[config.mk]
export PLATFORM = sky130hd
export DESIGN_NAME = aes_host_seq
export DESIGN_NICKNAME = d
export VERILOG_FILES = /design/src/rtl/aes_pkg.sv /design/src/rtl/aes_rd_buffer.sv /design/src/rtl/aes_host_seq.sv
export SDC_FILE = /design/constraint.sdc
export NUM_CORES = 1
export LEC_CHECK = 0
export BUFFER_PORTS_ARGS = -buffer_cell sky130_fd_sc_hd__buf_2
export CAP_MARGIN = 15
export CORE_MARGIN = 2
export CORE_UTILIZATION = 55
export DETAILED_ROUTE_END_ITERATION = 8
export GPL_TIMING_DRIVEN = 1
export PLACE_DENSITY = 0.8
export SLEW_MARGIN = 20
export SYNTH_ARGS = -nofsm -noshare
export SYNTH_HDL_FRONTEND = slang
export SYNTH_SLANG_ARGS = --single-unit
export TNS_END_PERCENT = 20
[constraint.sdc]
create_clock -name clk_in -period 9.5 [get_ports clk_in]
set_clock_uncertainty 0.1 [all_clocks]
set_input_delay 1.425 -clock clk_in [delete_from_list [all_inputs] [get_ports clk_in]]
set_output_delay 1.425 -clock clk_in [all_outputs]
set_load 0.01 [all_outputs]
[src/rtl/aes_pkg.sv]
// Shared definitions for the AES host command sequencer.
// Contents:
//   aes_state_t       sequencer states
//   AES_ENC/AES_DEC   cmd_mode / aes_ctrl[1:0] encodings (1x is reserved)
//   AES_CTRL_RUN_BIT  aes_ctrl bit that hands memory and run control to the engine
//   address map and sizing defaults, mode_is_reserved() helper
package aes_pkg;

  typedef enum logic [2:0] {
    IDLE,
    LOAD_KEY,
    LOAD_DATA,
    RUN,
    WAIT,
    READ,
    DRAIN
  } aes_state_t;

  localparam logic [1:0] AES_ENC = 2'b00;
  localparam logic [1:0] AES_DEC = 2'b01;

  localparam int unsigned AES_CTRL_RUN_BIT = 2;

  localparam logic [9:0] AES_KEY_BASE = 10'd0;
  localparam logic [9:0] AES_IN_BASE  = 10'd16;
  localparam logic [9:0] AES_OUT_BASE = 10'd32;

  localparam int unsigned AES_KEY_WORDS   = 4;
  localparam int unsigned AES_BLOCK_WORDS = 4;
  localparam int unsigned AES_RD_LATENCY  = 2;
  localparam int unsigned AES_TIMEOUT     = 4096;

  function automatic logic mode_is_reserved(input logic [1:0] mode);
    return (mode != AES_ENC) && (mode != AES_DEC);
  endfunction

endpackage

[src/rtl/aes_rd_buffer.sv]
// Result read-back buffer for the AES host sequencer.
// A tag pipeline of RD_LATENCY stages follows each issued read so the word
// returning on rd_data lands in the right slot of a BLOCK_WORDS buffer.
// While drain_en is high the buffer is emitted in order on a valid/ready port.
// Ports:
//   clk, rst        clock, asynchronous active-high reset
//   issue_valid     a read is presented to AES memory this cycle
//   issue_idx       word index of that read
//   rd_data         AES memory read data (RD_LATENCY after the address)
//   drain_en        sequencer is in DRAIN
//   out_ready       consumer ready
//   landed_last     final word of the block is being captured this cycle
//   out_valid/out_data/out_last  result stream
//   drain_done      handshake of the final word this cycle
module aes_rd_buffer
  import aes_pkg::*;
#(
  parameter int unsigned BLOCK_WORDS = AES_BLOCK_WORDS,
  parameter int unsigned RD_LATENCY  = AES_RD_LATENCY,
  localparam int unsigned IW = (BLOCK_WORDS > 1) ? $clog2(BLOCK_WORDS) : 1
) (
  input  logic          clk,
  input  logic          rst,
  input  logic          issue_valid,
  input  logic [IW-1:0] issue_idx,
  input  logic [31:0]   rd_data,
  input  logic          drain_en,
  input  logic          out_ready,
  output logic          landed_last,
  output logic          out_valid,
  output logic [31:0]   out_data,
  output logic          out_last,
  output logic          drain_done
);

  localparam logic [IW-1:0] LAST_IDX = IW'(BLOCK_WORDS - 1);

  logic [RD_LATENCY-1:0] tag_vld;
  logic [IW-1:0]         tag_idx [RD_LATENCY];
  logic [31:0]           buf_q   [BLOCK_WORDS];
  logic [IW-1:0]         rd_ptr;

  always_ff @(posedge clk or posedge rst) begin
    if (rst) begin
      tag_vld <= '0;
      for (int unsigned i = 0; i < RD_LATENCY; i++) tag_idx[i] <= '0;
      for (int unsigned i = 0; i < BLOCK_WORDS; i++) buf_q[i] <= '0;
      rd_ptr <= '0;
    end else begin
      tag_vld[0] <= issue_valid;
      tag_idx[0] <= issue_idx;
      for (int unsigned i = 1; i < RD_LATENCY; i++) begin
        tag_vld[i] <= tag_vld[i-1];
        tag_idx[i] <= tag_idx[i-1];
      end
      if (tag_vld[RD_LATENCY-1]) buf_q[tag_idx[RD_LATENCY-1]] <= rd_data;
      if (drain_en && out_ready) rd_ptr <= (rd_ptr == LAST_IDX) ? '0 : rd_ptr + 1'b1;
    end
  end

  // Reads return in issue order, so the last index arriving means the block is complete.
  assign landed_last = tag_vld[RD_LATENCY-1] && (tag_idx[RD_LATENCY-1] == LAST_IDX);
  assign out_valid   = drain_en;
  assign out_data    = drain_en ? buf_q[rd_ptr] : '0;
  assign out_last    = drain_en && (rd_ptr == LAST_IDX);
  assign drain_done  = drain_en && out_ready && (rd_ptr == LAST_IDX);

endmodule

[src/rtl/aes_host_seq.sv]
// AES host command sequencer: accepts a command and a word stream (optional
// key, then one block), writes it into AES memory, runs the engine, reads the
// result block back and returns it as a valid/ready word stream.
// Ports:
//   clk_in, rst_in                    clock, asynchronous active-high reset
//   cmd_valid_in/cmd_ready_out        command handshake; cmd_mode_in, cmd_load_key_in
//   in_valid_in/in_ready_out          input word handshake; in_data_in
//   out_valid_out/out_ready_in        result handshake; out_data_out, out_last_out
//   busy_out                          not IDLE
//   error_out                         reserved mode or timeout, sticky to next command
//   aes_ctrl_out                      [2] engine owns memory/run, [1:0] mode
//   aes_data_out, aes_mem_we_out, aes_mem_wr_addr_out   host write port
//   aes_mem_rd_addr_out, aes_data_in  host read port
//   aes_complete_in                   engine done
module aes_host_seq
  import aes_pkg::*;
#(
  parameter int unsigned KEY_WORDS   = AES_KEY_WORDS,
  parameter int unsigned BLOCK_WORDS = AES_BLOCK_WORDS,
  parameter logic [9:0]  KEY_BASE    = AES_KEY_BASE,
  parameter logic [9:0]  IN_BASE     = AES_IN_BASE,
  parameter logic [9:0]  OUT_BASE    = AES_OUT_BASE,
  parameter int unsigned RD_LATENCY  = AES_RD_LATENCY,
  parameter int unsigned TIMEOUT     = AES_TIMEOUT
) (
  input  logic        clk_in,
  input  logic        rst_in,
  input  logic        cmd_valid_in,
  output logic        cmd_ready_out,
  input  logic [1:0]  cmd_mode_in,
  input  logic        cmd_load_key_in,
  input  logic        in_valid_in,
  output logic        in_ready_out,
  input  logic [31:0] in_data_in,
  output logic        out_valid_out,
  input  logic        out_ready_in,
  output logic [31:0] out_data_out,
  output logic        out_last_out,
  output logic        busy_out,
  output logic        error_out,
  output logic [2:0]  aes_ctrl_out,
  output logic [31:0] aes_data_out,
  output logic [3:0]  aes_mem_we_out,
  output logic [9:0]  aes_mem_rd_addr_out,
  output logic [9:0]  aes_mem_wr_addr_out,
  input  logic [31:0] aes_data_in,
  input  logic        aes_complete_in
);

  localparam int unsigned MAX_WORDS = (KEY_WORDS > BLOCK_WORDS) ? KEY_WORDS : BLOCK_WORDS;
  localparam int unsigned CW = $clog2(MAX_WORDS + 1);
  localparam int unsigned IW = (BLOCK_WORDS > 1) ? $clog2(BLOCK_WORDS) : 1;
  localparam int unsigned TW = $clog2(TIMEOUT + 1);

  localparam logic [CW-1:0] KEY_LAST  = CW'(KEY_WORDS - 1);
  localparam logic [CW-1:0] BLK_LAST  = CW'(BLOCK_WORDS - 1);
  localparam logic [CW-1:0] RD_END    = CW'(BLOCK_WORDS);
  localparam logic [TW-1:0] WAIT_LAST = TW'(TIMEOUT - 1);

  aes_state_t    state;
  logic [1:0]    mode_q;
  logic [CW-1:0] wcnt;
  logic [CW-1:0] rd_cnt;
  logic [TW-1:0] wait_cnt;
  logic [2:0]    ctrl_q;
  logic          error_q;

  logic          cmd_fire;
  logic          load_state;
  logic          wr_beat;
  logic          issuing;
  logic          landed_last;
  logic          drain_done;

  assign cmd_fire   = (state == IDLE) && cmd_valid_in;
  assign load_state = (state == LOAD_KEY) || (state == LOAD_DATA);
  assign wr_beat    = load_state && in_valid_in;
  assign issuing    = (state == READ) && (rd_cnt != RD_END);

  always_ff @(posedge clk_in or posedge rst_in) begin
    if (rst_in) begin
      state    <= IDLE;
      mode_q   <= AES_ENC;
      wcnt     <= '0;
      rd_cnt   <= '0;
      wait_cnt <= '0;
      ctrl_q   <= '0;
      error_q  <= 1'b0;
    end else begin
      case (state)
        IDLE: begin
          if (cmd_fire) begin
            mode_q <= cmd_mode_in;
            wcnt   <= '0;
            if (mode_is_reserved(cmd_mode_in)) begin
              error_q <= 1'b1;
            end else begin
              error_q <= 1'b0;
              state   <= cmd_load_key_in ? LOAD_KEY : LOAD_DATA;
            end
          end
        end
        LOAD_KEY: begin
          if (wr_beat) begin
            if (wcnt == KEY_LAST) begin
              wcnt  <= '0;
              state <= LOAD_DATA;
            end else begin
              wcnt <= wcnt + 1'b1;
            end
          end
        end
        LOAD_DATA: begin
          if (wr_beat) begin
            if (wcnt == BLK_LAST) begin
              wcnt  <= '0;
              state <= RUN;
              // Engine takes ownership as RUN begins, so ctrl is valid for the whole RUN cycle.
              ctrl_q                   <= '0;
              ctrl_q[AES_CTRL_RUN_BIT] <= 1'b1;
              ctrl_q[1:0]              <= mode_q;
            end else begin
              wcnt <= wcnt + 1'b1;
            end
          end
        end
        RUN: begin
          wait_cnt <= '0;
          state    <= WAIT;
        end
        WAIT: begin
          // Completion is checked first so it wins over a same-cycle timeout.
          if (aes_complete_in) begin
            ctrl_q <= '0;
            rd_cnt <= '0;
            state  <= READ;
          end else if (wait_cnt == WAIT_LAST) begin
            ctrl_q  <= '0;
            error_q <= 1'b1;
            state   <= IDLE;
          end else begin
            wait_cnt <= wait_cnt + 1'b1;
          end
        end
        READ: begin
          if (issuing) rd_cnt <= rd_cnt + 1'b1;
          if (landed_last) state <= DRAIN;
        end
        DRAIN: begin
          if (drain_done) state <= IDLE;
        end
        default: state <= IDLE;
      endcase
    end
  end

  aes_rd_buffer #(
    .BLOCK_WORDS (BLOCK_WORDS),
    .RD_LATENCY  (RD_LATENCY)
  ) u_rd_buffer (
    .clk         (clk_in),
    .rst         (rst_in),
    .issue_valid (issuing),
    .issue_idx   (rd_cnt[IW-1:0]),
    .rd_data     (aes_data_in),
    .drain_en    (state == DRAIN),
    .out_ready   (out_ready_in),
    .landed_last (landed_last),
    .out_valid   (out_valid_out),
    .out_data    (out_data_out),
    .out_last    (out_last_out),
    .drain_done  (drain_done)
  );

  assign cmd_ready_out       = (state == IDLE);
  assign in_ready_out        = load_state;
  assign busy_out            = (state != IDLE);
  assign error_out           = error_q;
  assign aes_ctrl_out        = ctrl_q;
  // Accepted words go straight to memory in the same cycle they are handshaken.
  assign aes_mem_we_out      = wr_beat ? 4'hF : '0;
  assign aes_data_out        = wr_beat ? in_data_in : '0;
  assign aes_mem_wr_addr_out = wr_beat ? (((state == LOAD_KEY) ? KEY_BASE : IN_BASE) + 10'(wcnt)) : '0;
  assign aes_mem_rd_addr_out = issuing ? (OUT_BASE + 10'(rd_cnt)) : '0;

endmodule

==> results_dict.tcl, run 1 <==
set metrics [dict create \
    status "complete, no violations" \
    routedWlPerCell_um 19.1 \
    finalHoldViolCount 0 \
    cts.clk_slew.worst_paths_ns 0.06 \
    ctsLongestPathBuffers 2 \
    cts_resized 0 \
    grt_pass1_vias 5387 \
    async_flop_share_pct 100 \
    instances_no_fill 924 \
    synthMostInstantiatedCell "dfrtp_1" \
    synth_compound_area_share_pct 3.45 \
    setup_tns_ns 0 \
    placed_area_sq_um 8810 \
    multi_input_area_sq_um 3580 \
    fin_nets 808 \
    fin_area_sq_um 9410 \
    area_growth_pct 18.5 \
    slowest_delay_ns 0.57 \
    gp_congestion 0.857 \
    synth_cells 585 \
    postCtsSetupBuffers 0 \
    regArea_sq_um 4110 \
    critPathKind "flop to primary output" \
    htreeDepth 4 \
    antenna_found_initial 1 \
    dieArea_sq_um 15400 \
    rsz0062_at_grt "no" \
    syn_area_per_cell_sq_um 13.6 \
    initialDrtViolationCount 371 \
    root_buffer "clkbuf_16" \
    max_freq_mhz 254 \
    period_needed_ns 3.93 \
    p_int_w 0.00206 \
    crit_chain "buf_4, mux4_2, and2_1, buf_2" \
    synth_seq_cells 164 \
    cp_num_buf_inv 2 \
    ys_seq_area_share_pct 51.7 \
    start_util_pct 56.8 \
    synth_edf_count 0 \
    tritoncts "yes" \
    pwr-share-clk_pct 23.5 \
    remaining_drc_errors 0 \
    grt_start_max_net_pins 91 \
    hpwl_mm 11.7 \
    die_x_um 124 \
    grt_overflow 0 \
    worst-path-max-fanout 26 \
    final_antenna_net_count 0 \
    vdd_drop_max_uv 162 \
    seqPwrFrac_pct 41.9 \
    yosys-top-cells-area "dfrtp_1, mux2_2, mux4_2" \
    cellLeakagePower_nw 4.46 \
    grt_pass1_wl_mm 27.7 \
    drt_wl_total_mm 17.6 \
    min_path_type "flop to flop" \
    syn_area_sq_um 7940 \
    via_count 5273 \
    synthAdderAreaFrac_pct 0.788 \
    post-place-cells 891 \
    fillers 991 \
    startpoint_type "flop" \
    via_per_inst 5.71 \
    setup_viol 0 \
    portBuffers 157 \
    io_pins 170 \
    muxShareOfSynthArea_pct 28.8 \
    finalCritPeriodShare_pct 41.4 \
    maxCapViolations 0 \
    synth_xor_area_share_pct 0.331 \
    die_h_um 124 \
    ys.flop_type "dfrtp_1" \
    clk_latency_ns 0.43 \
    synth_simple_gate_area_share_pct 11.0 \
    netlist_top_cells_count "dfrtp_1, mux2_2, and2_1" \
    cts_hold_buf 0 \
    synth_top_area_share_pct 51.7 \
    cp_data_required_time_ns 7.98 \
    grtUsageTotal_pct 24.3 \
    slowest_stage "mux4_2" \
    ys_types 52 \
    relSlewSlack_pct 38.9 \
    clock-sinks 164 \
    comb_power_share_pct 34.6 \
    p_sw_share_pct 30.5 \
    drive_above_1_share_pct 50.5 \
    cts_made_buffers 17 \
    cp_top_family "buffers and inverters" \
    p_sw_w 0.000903 \
    worstMarginPinSlew_ns 0.917 \
    power_density_nw_per_um2 315 \
    num_rows 43 \
    drt_pass1_iterations 4 \
    yosysWarnings 0 \
    yosysTopAreaCell "dfrtp_1" \
    coreArea_sq_um 14000 \
    final_max_slew_viol_count 0 \
    synth_top_family_by_area "multiplexers" \
    end_kind "primary output" \
    critPathArrivalTime_ns 2.41 \
]
## power by group through the flow
stage / clock (W) / sequential [W] / combinational [W]
after floorplan: 0 / 0.00115 / 0.000856
after global placement: 0 / 0.00121 / 0.000993
after detailed placement: 0 / 0.00125 / 0.00103
after CTS: 0.000707 / 0.00124 / 0.00104
after global routing: 0.000739 / 0.00128 / 0.00112
final: 0.000697 / 0.00124 / 0.00103
## path summary, 6_finish.rpt
check	start	endpoint	slack, ns	cells past startpoint
max	u_rd_buffer.rd_ptr[0]	out_data_out[27]	5.57	4
min	u_rd_buffer.tag_idx[2]	u_rd_buffer.tag_idx[0]	0.25	0
max reg2reg	state[0]	state[0]	7.12	5
min reg2reg	u_rd_buffer.tag_idx[2]	u_rd_buffer.tag_idx[0]	0.25	0
max in group asynchronous	rst_in	u_rd_buffer.buf_q[50]	6.82	3
min in group asynchronous	rst_in	u_rd_buffer.buf_q[31]	1.06	2
## area by class of cell
| class | count | share of cell area (%) |
|---|---|---|
| clock inverter | 13 | 1.69 |
| multi-input combinational | 372 | 38.1 |
| timing repair buffer | 166 | 9.07 |
| tap | 180 | 2.39 |
| sequential | 164 | 43.6 |
| inverter | 9 | 0.412 |
| antenna | 1 | 0.0266 |
| clock buffer | 19 | 4.71 |
## placed cells by master (no fill, tap or decap), types with 5 or more instances in the layout
master     synthesis  layout
dfrtp_1          164     163
buf_2              9     157
mux2_2           135     135
and2_1            72      72
mux4_2            32      32
clkbuf_16          0      17
nand2_1           13      13
conb_1             1      12
a21oi_1            9       9
buf_4             17       9
nor2_1             8       8
inv_1              9       8
nand3_1            7       6
nor3_1             5       5
and4_1             5       5
and3_1             5       5
mux2i_1            5       5
a22o_1             5       5
ha_1               5       5
## flip-flops by register name, summed over array words and instances, names as in the netlist
signal,cells
state,3
u_rd_buffer.buf_q,128
u_rd_buffer.rd_ptr,2
wait_cnt,13
u_rd_buffer.tag_idx,4
mode_q,2
aes_ctrl_out,3
rd_cnt,3
error_out,1
u_rd_buffer.tag_vld,2
wcnt,3
## logic make-up (layout without fill, tap and decap cells)
logic type / Yosys count / count (layout)
multiplexers: 172 / 172
flip-flops: 164 / 164
AND/OR/NAND/NOR: 141 / 141
buffers and inverters: 60 / 207
AO/OA/AOI/OAI: 39 / 39
adder cells (fa/ha/maj): 5 / 5
XOR/XNOR: 3 / 3
other: 1 / 13
## stage by stage
step	total power [W]	worst slack [ns]	hold slack [ns]	util, %
3_3_place_gp	0.00220	5.75	0.233	63.0
3_5_place_dp	0.00228	5.70	0.237	63.0
2_1_floorplan	0.00201	3.54	0.231	-
5_1_grt	0.00314	5.41	0.266	67.3
4_1_cts	0.00299	5.49	0.252	67.3
6_report	0.00296	5.57	0.249	67.3
## per-layer routing
layer	routed length (um)	GRT usage (%)	vias to the layer above
li1	-	-	2378
met1	6920	28.0	2688
met2	9450	44.2	180
met3	863	4.95	27
met4	397	9.48	0
met5	0	0	-
## worst register-to-register path: cells and delay by family (launching register included)
kind,cells,cell delay [ns]
AOI/OAI and AO/OA,2,0.60
buffers and inverters,1,0.24
DFF,1,0.70
muxes,1,0.38
and+or+nand+nor,1,0.25
Power figures use the tool's default switching activity.
==> run 2, diff against run 1 <==
- CORE_UTILIZATION: 55 -> 50
- PLACE_DENSITY: 0.8 -> 0.77
- clock period: 9.5 -> 3.2 ns (I/O delays scaled with it)
==> results_dict.tcl, run 2 (synthesized netlist as in run 1, its figures left out) <==
set metrics [dict create \
    fin_nets 809 \
    startpoint_type "flop" \
    critPathArrivalTime_ns 2.08 \
    final_cell_mix "dfrtp_1, buf_2, mux2_2" \
    max_freq_mhz 376 \
    remaining_drc_errors 0 \
    antenna_found_initial 0 \
    status "complete, no violations" \
    final_common_cell "dfrtp_1" \
    portBuffers 157 \
    p_sw_w 0.00264 \
    period_needed_ns 2.66 \
    maxCapViolations 0 \
    die_h_um 130 \
    via_per_inst 5.47 \
    num_rows 46 \
    routedWlPerCell_um 18.2 \
    grt_start_max_net_pins 73 \
    rrSetupSlack_ns 1.02 \
    rsz0062_at_grt "no" \
    area_growth_pct 20.5 \
    p_int_w 0.00635 \
    cellLeakagePower_nw 4.51 \
    htreeDepth 4 \
    cts_hold_buf 0 \
    ctsLongestPathBuffers 2 \
    dieArea_sq_um 16900 \
    cts_made_buffers 17 \
    final_antenna_net_count 0 \
    initialDrtViolationCount 224 \
    power_density_nw_per_um2 939 \
    setup_tns_ns 0 \
    fin_area_sq_um 9570 \
    via_count 5255 \
    clock-sinks 164 \
    setup_viol 0 \
    vdd_drop_max_uv 471 \
    coreArea_sq_um 15700 \
    grt_overflow 0 \
    post-place-cells 928 \
    post-route-util_pct 60.9 \
    drt_pass1_iterations 4 \
    fin_ws_ns 0.540 \
    worst-path-max-fanout 40 \
    cts.clk_slew.worst_paths_ns 0.06 \
    preCtsSetupSlack_ns 0.975 \
    finalCritPeriodShare_pct 83.1 \
    start_util_pct 50.6 \
    p_sw_share_pct 29.4 \
    placed_area_sq_um 8920 \
    gp_congestion 0.816 \
    min_path_type "primary input to async pin" \
    r2r-end "wait_cnt[6]" \
    tritoncts "yes" \
    hpwl_mm 11.8 \
    instances_no_fill 960 \
    top_regs "u_rd_buffer.buf_q (128), wait_cnt (13), u_rd_buffer.tag_idx (4)" \
    die_x_um 130 \
    cts_resized 0 \
    largest_reg_flops 128 \
    cp_data_required_time_ns 2.62 \
    clk_latency_ns 0.42 \
    regMostFlops "u_rd_buffer.buf_q" \
    drive_above_1_share_pct 50.4 \
    n_antenna_cell 0 \
    grt_pass1_wl_mm 28.4 \
    root_buffer "clkbuf_16" \
    grtUsageTotal_pct 22.0 \
    reg2reg_depth 3 \
    crit_start "state[0]" \
    end_kind "primary output" \
    comb_power_share_pct 34.6 \
    finalHoldViolCount 0 \
    worstMarginPinSlew_ns 0.882 \
    final_max_slew_viol_count 0 \
    pwr-share-clk_pct 24.7 \
    drt_wl_total_mm 17.5 \
    cp-endpoint "aes_data_out[6]" \
    seqPwrFrac_pct 40.7 \
    postCtsSetupBuffers 0 \
    critPathKind "flop to primary output" \
    relSlewSlack_pct 40.9 \
    grt_pass1_vias 5647 \
    rr_startpoint "state[0]" \
    io_pins 170 \
]
run 2: power groups by stage:
stage | registers (W) | logic [W] | clock network (W)
2_1_floorplan | 0.00342 | 0.00254 | 0
3_3_place_gp | 0.00357 | 0.00303 | 0
3_5_place_dp | 0.00369 | 0.00315 | 0
4_1_cts | 0.00366 | 0.00317 | 0.00226
5_1_grt | 0.00378 | 0.00341 | 0.00235
6_report | 0.00366 | 0.00311 | 0.00222
run 2: routing by layer:
layer | up-vias | GRT usage [%] | share of wire, %
li1 | 2371 | - | -
met1 | 2693 | 26.6 | 42
met2 | 177 | 39.9 | 52
met3 | 14 | 5.29 | 5.0
met4 | 0 | 5.19 | 0.84
met5 | - | 0 | 0
run 2: worst max-delay path, stage by stage (launching register included):
cell	delay, ns
dfrtp_1	0.68
xnor2_1	0.16
nor3b_2	0.18
buf_4	0.30
and2_1	0.19
buf_2	0.13
run 2: final cells by class:
class                   count  area, sq um
clock buffers              23          478
clock inverters             9          174
fillers                  1236         6140
inverters                   9         37.5
multi-input cells         372         3580
flip-flops and latches    164         4110
well taps                 216          270
repair buffers            167          923
run 2: metrics by stage:
| step | hold WS [ns] | power, W |
|---|---|---|
| after global routing | 0.110 | 0.00954 |
| after CTS | 0.0639 | 0.00908 |
| after detailed placement | 0.246 | 0.00683 |
| final | 0.0526 | 0.00899 |
| after floorplan | 0.231 | 0.00597 |
| after global placement | 0.235 | 0.00660 |
run 2: how the worst min path moves through the flow:
stage | to | slack, ns | cells past startpoint
5_1_grt | u_rd_buffer.buf_q[57] | 0.11 | 2
6_report | u_rd_buffer.buf_q[89] | 0.05 | 2
2_1_floorplan | u_rd_buffer.tag_idx[0] | 0.23 | 0
3_5_place_dp | u_rd_buffer.tag_idx[0] | 0.25 | 0
4_1_cts | u_rd_buffer.buf_q[89] | 0.06 | 2
3_3_place_gp | u_rd_buffer.tag_vld[1] | 0.23 | 0
